==> config.mk <==
export PLATFORM = sky130hd
export DESIGN_NAME = clock_edge_monitor
export DESIGN_NICKNAME = d
export VERILOG_FILES = /design/src/rtl/clock_edge_monitor.sv
export SDC_FILE = /design/constraint.sdc
export NUM_CORES = 1
export LEC_CHECK = 0
export BUFFER_PORTS_ARGS = -buffer_cell sky130_fd_sc_hd__buf_2
export CAP_MARGIN = 15
export CORE_ASPECT_RATIO = 0.8
export CORE_MARGIN = 1
export CORE_UTILIZATION = 51
export CTS_CLUSTER_DIAMETER = 150
export DETAILED_ROUTE_END_ITERATION = 8
export GPL_TIMING_DRIVEN = 0
export PLACE_DENSITY = 0.73
export SYNTH_ARGS = -nofsm -noshare
export SYNTH_HDL_FRONTEND = slang
export SYNTH_SLANG_ARGS = --single-unit
==> constraint.sdc <==
create_clock -name clk -period 2.1 [get_ports clk]
set_input_delay 0.315 -clock clk [delete_from_list [all_inputs] [get_ports clk]]
set_output_delay 0.315 -clock clk [all_outputs]
set_load 0.02 [all_outputs]
==> src/rtl/clock_edge_monitor.sv <==
// Slow-clock monitor: synchronizes clk_in into clk and emits one-cycle edge enables.
// Also measures the clk_in period and flags loss of clock. Period measurement is built only with PERIOD_MEASURE_EN.
module clock_edge_monitor #(
    parameter int SYNC_STAGES = 2,
    parameter int CNT_W       = 32,
    parameter int TIMEOUT     = 60000000
) (
    input  logic             clk,
    input  logic             rst,
    input  logic             clk_in,
    output logic             clk_sync,
    output logic             rise_pulse,
    output logic             fall_pulse,
    output logic [CNT_W-1:0] period,
    output logic             period_valid,
    output logic             clk_lost,
    output logic [1:0]       dbg_state
);

    typedef enum logic [1:0] {
        IDLE = 2'd0,
        ARM  = 2'd1,
        RUN  = 2'd2,
        LOST = 2'd3
    } state_t;

    localparam logic [2:0]       PRIME_DONE = 3'(SYNC_STAGES + 1);
    localparam logic [CNT_W-1:0] CNT_MAX    = '1;
    localparam logic [CNT_W-1:0] TIMEOUT_V  = CNT_W'(TIMEOUT);

    logic [SYNC_STAGES-1:0] sync_q;
    logic                   prev;
    logic [2:0]             prime_cnt;
    logic                   primed;
    logic [CNT_W-1:0]       cnt;
    logic                   timeout_hit;
    state_t                 state;

    assign clk_sync    = sync_q[SYNC_STAGES-1];
    assign primed      = (prime_cnt == PRIME_DONE);
    assign timeout_hit = (cnt == TIMEOUT_V);
    assign dbg_state   = state;

    // Edge detection stays masked until the synchronizer and prev have both
    // settled, so whatever static level was present at reset gives no pulse.
    always_ff @(posedge clk or negedge rst) begin
        if (!rst) begin
            sync_q     <= '0;
            prev       <= 1'b0;
            prime_cnt  <= 3'd0;
            rise_pulse <= 1'b0;
            fall_pulse <= 1'b0;
            cnt        <= '0;
        end else begin
            sync_q     <= {sync_q[SYNC_STAGES-2:0], clk_in};
            prev       <= clk_sync;
            if (!primed) begin
                prime_cnt <= prime_cnt + 3'd1;
            end
            rise_pulse <= primed & clk_sync & ~prev;
            fall_pulse <= primed & ~clk_sync & prev;
            if (rise_pulse) begin
                cnt <= CNT_W'(1);
            end else if (cnt != CNT_MAX) begin
                cnt <= cnt + CNT_W'(1);
            end
        end
    end

    // A rise_pulse always wins over a simultaneous timeout.
    always_ff @(posedge clk or negedge rst) begin
        if (!rst) begin
            state    <= IDLE;
            clk_lost <= 1'b0;
        end else begin
            case (state)
                IDLE: begin
                    if (rise_pulse) begin
                        state <= ARM;
                    end else if (timeout_hit) begin
                        state    <= LOST;
                        clk_lost <= 1'b1;
                    end
                end
                ARM: begin
                    if (rise_pulse) begin
                        state <= RUN;
                    end else if (timeout_hit) begin
                        state    <= LOST;
                        clk_lost <= 1'b1;
                    end
                end
                RUN: begin
                    if (!rise_pulse && timeout_hit) begin
                        state    <= LOST;
                        clk_lost <= 1'b1;
                    end
                end
                LOST: begin
                    if (rise_pulse) begin
                        state    <= ARM;
                        clk_lost <= 1'b0;
                    end
                end
                default: begin
                    state    <= IDLE;
                    clk_lost <= 1'b0;
                end
            endcase
        end
    end

`ifdef PERIOD_MEASURE_EN
    logic [CNT_W-1:0] period_q;
    logic             period_valid_q;

    // period holds its last measurement across loss; only period_valid drops.
    always_ff @(posedge clk or negedge rst) begin
        if (!rst) begin
            period_q       <= '0;
            period_valid_q <= 1'b0;
        end else begin
            if (rise_pulse && (state == ARM || state == RUN)) begin
                period_q       <= cnt;
                period_valid_q <= 1'b1;
            end else if (!rise_pulse && timeout_hit && state == RUN) begin
                period_valid_q <= 1'b0;
            end
        end
    end

    assign period       = period_q;
    assign period_valid = period_valid_q;
`else
    assign period       = '0;
    assign period_valid = 1'b0;
`endif

endmodule
* After elaboration in Yosys (flattened, before gate mapping)
Cells that the tools add are included.
** Operators by class
- Add/subtract/negate cells :: 2
- Multiply operators :: 0
- Div/mod/pow operators :: 0
- Order comparisons :: 0
- Equal/unequal tests :: 10
- Shifts and indexed selects :: 0
- Mux-type cells :: 13
- Bitwise logic cells :: 6
- Reduce and logical (&&, ||, !) cells :: 7
** Operators with widths (count)
- $mux W32 :: 2
- $add A32 B1 Y32 const B :: 1
- $eq A32 B26 Y1 const B :: 1
- $ne A32 B32 Y1 const B :: 1
- $mux W2 :: 5
- $pmux W2 S4 :: 1
- $ne A2 B2 Y1 const B :: 3
- $and A1 B1 Y1 :: 4
- $eq A2 B2 Y1 const B :: 2
- $mux W1 :: 4
- $reduce_and A4 Y1 :: 1
- $add A3 B1 Y3 const B :: 1
- $eq A3 B2 Y1 const B :: 1
- $pmux W1 S3 :: 1
- $eq A2 B1 Y1 const B :: 1
- $logic_not A2 Y1 :: 1
- $ne A2 B1 Y1 const B :: 1
- $not A1 Y1 :: 2
- $reduce_and A2 Y1 :: 1
- $reduce_bool A2 Y1 :: 1
- $reduce_or A2 Y1 :: 1
- $logic_and A1 B1 Y1 :: 1
- $logic_not A1 Y1 :: 1
** Storage, ports and cells
- Flip-flop bits (word level) :: 43
- Bits in latches :: 0
- Memory bits (writable) :: 0
- Bits in read-only memories :: 0
- Memories kept :: 0

* Depth between registers and ports, before layout
- Word-level depth :: 4
- Depth in mapped cells :: 8

* Least setup slack after synthesis
No wires, ideal clock.
- Path type :: reg-to-reg
- Start :: reg cnt[0]
- End :: reg cnt[2]
- Library setup time :: 0.132 ns
- Data arrival time :: 1.989 ns
- Required time :: 1.968 ns
- Setup slack :: -0.021 ns
- Stages on the path, launching flop included :: 9
- Buffers on the path :: 2
- Cells stage by stage :: dfrtp_1 ha_1 nand4_1 or4_1 buf_4 buf_6 o31ai_1 xor2_1 nor2_1
** Between the ends
- Cells in the longest elaborated chain, start to end :: 3
- Elaborated cells on any way between the ends :: 5
** RTL lines
- from (decl) :: line 35 : logic [CNT_W-1:0] cnt;
- from (signal assigned) :: line 65 : cnt <= cnt + CNT_W'(1);
- $add A32 B1 Y32 :: line 65
- $mux W32 :: line 64 : end else if (cnt != CNT_MAX) begin
- $mux W32 :: line 62 : if (rise_pulse) begin
Parallel ways exist; a longest one is shown, timed or not. The select of a mux whose other input is x is not followed.
A chain may end at the register's enable or synchronous reset.

* Worst setup path after layout
- Start :: reg cnt[0]
- End :: reg cnt[5]
Same word-level chain as after synthesis.

==> flow_summary_export.csv <==
group,metric,value,unit
cts,cts_tree,"yes",
timing,fin_crit,2190,ps
worst_setup_path,startpoint_type,"register",
synth,synth_edf_count,0,
worst_setup_path,crit_required,2260,ps
timing,max_freq,457,MHz
route,drt_iter0_drc,119,
die,pin_count,42,
power_and_ir_drop,internal_power,1.28,mW
route,firstDrtPassIters,4,
synth,synthFlopType,"dfrtp_1",
worst_setup_path,arrival,2350,ps
cells_and_area,multiInputGateArea,1420,um^2
worst_setup_path,cp_max_fo,10,
placement,gp_congestion,0.995,
min_path,hp-class,"in2reg",
synth,ys_seq_area_share,42.0,%
timing,tightest_slew,928,ps
cts,h-tree-depth,2,
synth,syn-mean-instance-area,9.81,um^2
timing,setup_viol,12,
cts,path_clk_slew,80,ps
worst_setup_path,r2r_slack,-90,ps
cells_and_area,area_growth,21.9,%
route,drt.antenna.violating_nets,0,
timing,slew_viol_final,0,
global_route,grt_max_degree,44,
synth,synthMuxAreaShare,0.830,%
placement,dp_hpwl,3610,um
power_and_ir_drop,swShare,31.4,%
route,wl,5510,um
cts,clkLatencyLatePin,300,ps
die,core_area,4710,um^2
timing,hold_viol,0,
synth,synth_compound_area_share,14.2,%
timing,fin_crit_sh,104,%
synth,synth_cell_types,44,
synth,synth_top_family_by_area,"simple AND/OR/NAND/NOR gates",
die,die_w,81.2,um
power_and_ir_drop,p_seq_share,51.6,%
synth,ys_async_sr_fraction,100,%
timing,slew_headroom,38.2,%
synth,synthSimpleGateAreaFrac,23.0,%
timing,setup_ws,-89.3,ps
global_route,antenna_found_initial,0,
worst_setup_path,cp-end-kind,"register",
route,num_vias,2050,
synth,synth_area,2560,um^2
die,start_util,54.4,%
synth,synthAdderAreaFrac,1.95,%
run,cap_violations,0,
synth,ys_warn_count,0,
cells_and_area,nFillCells,343,
route,viasPerCell,5.39,
cells_and_area,antenna_cells,0,
die,die-area,5310,um^2
power_and_ir_drop,p_clk_share,28.5,%
placement,numPortBuffers,8,
power_and_ir_drop,power_density,596,nW/um^2
timing,finClkSkew,10.1,ps
cts,cts.sinks,43,
die,num_rows,22,
power_and_ir_drop,ir_worst_vdd,0.474,mV
placement,pre_cts_ws,-114,ps
synth,synth_xor_area_share,5.81,%
cts,ctsRootBufferMaster,"clkbuf_8",
cts,cts_hold_buf,0,
power_and_ir_drop,power.total,1.86,mW
worst_setup_path,max_stage_delay,480,ps
worst_setup_path,crit_chain,"ha_4 -> nand4_1 -> or4_4 -> buf_8 -> buf_12 -> o31a_1 -> xnor2_1 -> nor2_1",
global_route,grt_pass1_vias,1729,
route,routedWlPerCell,14.5,um
global_route,overflow,0,
cells_and_area,drive_gt1_share,30.3,%
placement,placed_cell_area,2800,um^2
run_status,violations,"setup timing",
timing,rsz0062_at_grt,"true",
worst_setup_path,slowest_stage,"or4_4",
synth,synth-seq-cells,43,
power_and_ir_drop,comb_power_share,19.9,%
global_route,grtUsageTotal,21.2,%
route,drc,0,
global_route,grt_pass1_wl,8450,um
run_status,status,"complete, but fails checks",
worst_setup_path,critical_path_class,"reg2reg",
cts,clockBufferDepth,2,
die,dieHeight,65.4,um
cells_and_area,seqCellArea,1080,um^2
synth,netlist_instances,261,
power_and_ir_drop,leakagePower,1.31,nW
cts,numCtsBuffers,5,
cells_and_area,nets,326,
power_and_ir_drop,power.switching,584,uW
cells_and_area,final_area,3120,um^2
[sequential cells by signal, indices dropped and copies added, names as in the netlist]
| signal | count |
|---|---|
| cnt | 32 |
| prime_cnt | 3 |
| dbg_state | 2 |
| sync_q | 2 |
| clk_lost | 1 |
| fall_pulse | 1 |
| prev | 1 |
| rise_pulse | 1 |
[cells by family (layout without fill, tap and decap cells)]
family,after synthesis,in the layout
xor gates and xnor gates,17,17
and+or+nand+nor,100,100
muxes,2,2
adders and majority gates,4,4
DFF,43,43
other,1,33
buffers and inverters,46,73
AOI/OAI and AO/OA,48,48
[per-layer routing]
layer / track usage, % / part of all wire, % / up-vias
li1: - / - / 1007
met4: 6.47 / 1.9 / 0
met5: 0 / 0 / -
met1: 31.9 / 47 / 977
met2: 30.1 / 46 / 54
met3: 4.58 / 4.7 / 12
[power groups by stage]
stage | sequential [mW] | clock, mW | combinational [mW]
finish | 0.959 | 0.531 | 0.369
global route | 0.964 | 0.577 | 0.407
CTS | 0.953 | 0.530 | 0.338
detailed placement | 0.972 | 0 | 0.301
global placement | 0.968 | 0 | 0.299
floorplan | 0.980 | 0 | 0.211
[per-stage QoR]
| step | setup TNS [ps] | hold slack [ps] | cells | utilization, % |
|---|---|---|---|---|
| floorplan | 0 | 19.4 | 293 | - |
| global placement | -1450 | 333 | 361 | 59.5 |
| detailed placement | -1600 | 340 | 361 | 59.5 |
| CTS | -190 | 117 | 374 | 63.2 |
| global route | -1820 | 108 | 380 | 66.3 |
| finish | -374 | 121 | 380 | 66.3 |
[synthesized netlist by cell type (3+ instances only)]
library cell  number  share of area (%)
dfrtp_1           43                 42
buf_4             34                 10
nor2_1            22                3.2
a21oi_1           15                2.9
nand2_1           13                1.9
o21ai_0           13                2.5
or3_1             11                2.7
nand3_1           10                2.0
xor2_1            10                3.4
nand4_1            8                2.0
nor4_1             7                1.7
xnor2_1            7                2.4
o31ai_1            6                1.8
inv_1              5               0.73
or4_1              5                1.5
clkbuf_1           4               0.59
ha_1               4                2.0
nor3_1             4               0.78
and3_1             3               0.73
and4_1             3                1.0
nor4_2             3                1.5
[area by class of cell]
class,count,area share (%)
clock inverters,3,0.641
multi-input cells,204,45.5
clock buffers,5,2.20
repair buffers,19,3.93
well taps,60,2.40
inverters,5,0.601
flip-flops and latches,43,34.7
plain buffers,41,10.0
[timing repair]
item / CTS / global route
gates resized for setup: 10 / 29
setup buffers: 5 / 6
setup endpoints to repair: 31 / 34
pin swaps: 4 / 9
[placed cells by master, fill, tap and decap left out, types with 4 or more instances in the layout]
cell and instances:
or4_1 4, nor4_2 4, nor3_1 4, xnor2_1 7
clkbuf_8 5, nand2_1 12, buf_4 45, nor4_1 5
inv_1 5, buf_2 8, nand3_1 8, o21ai_1 5
nand4_1 8, or3_1 11, o21ai_0 8, dfrtp_2 6
conb_1 33, nor2_1 21, a21oi_1 14, dfrtp_1 37
o311ai_4 4, xor2_1 10, clkbuf_1 4
[path summary, 6_finish.rpt]
kind                            from        end  cells past startpoint
max                           cnt[0]     cnt[5]                      8
min                           clk_in  sync_q[0]                      1
max reg2reg                   cnt[0]     cnt[5]                      8
min reg2reg                sync_q[0]  sync_q[1]                      0
max in group asynchronous        rst    cnt[12]                      1
min in group asynchronous        rst     cnt[7]                      1
[worst max-delay path: cells and delay by family, from the launching register on]
kind            cells  cell delay (ps)
compound gates      1              290
xor+xnor            1              170
fa+ha+maj           1              160
buf+inv             2              310
flops               1              410
simple gates        3              710
Power figures use the tool's default switching activity.
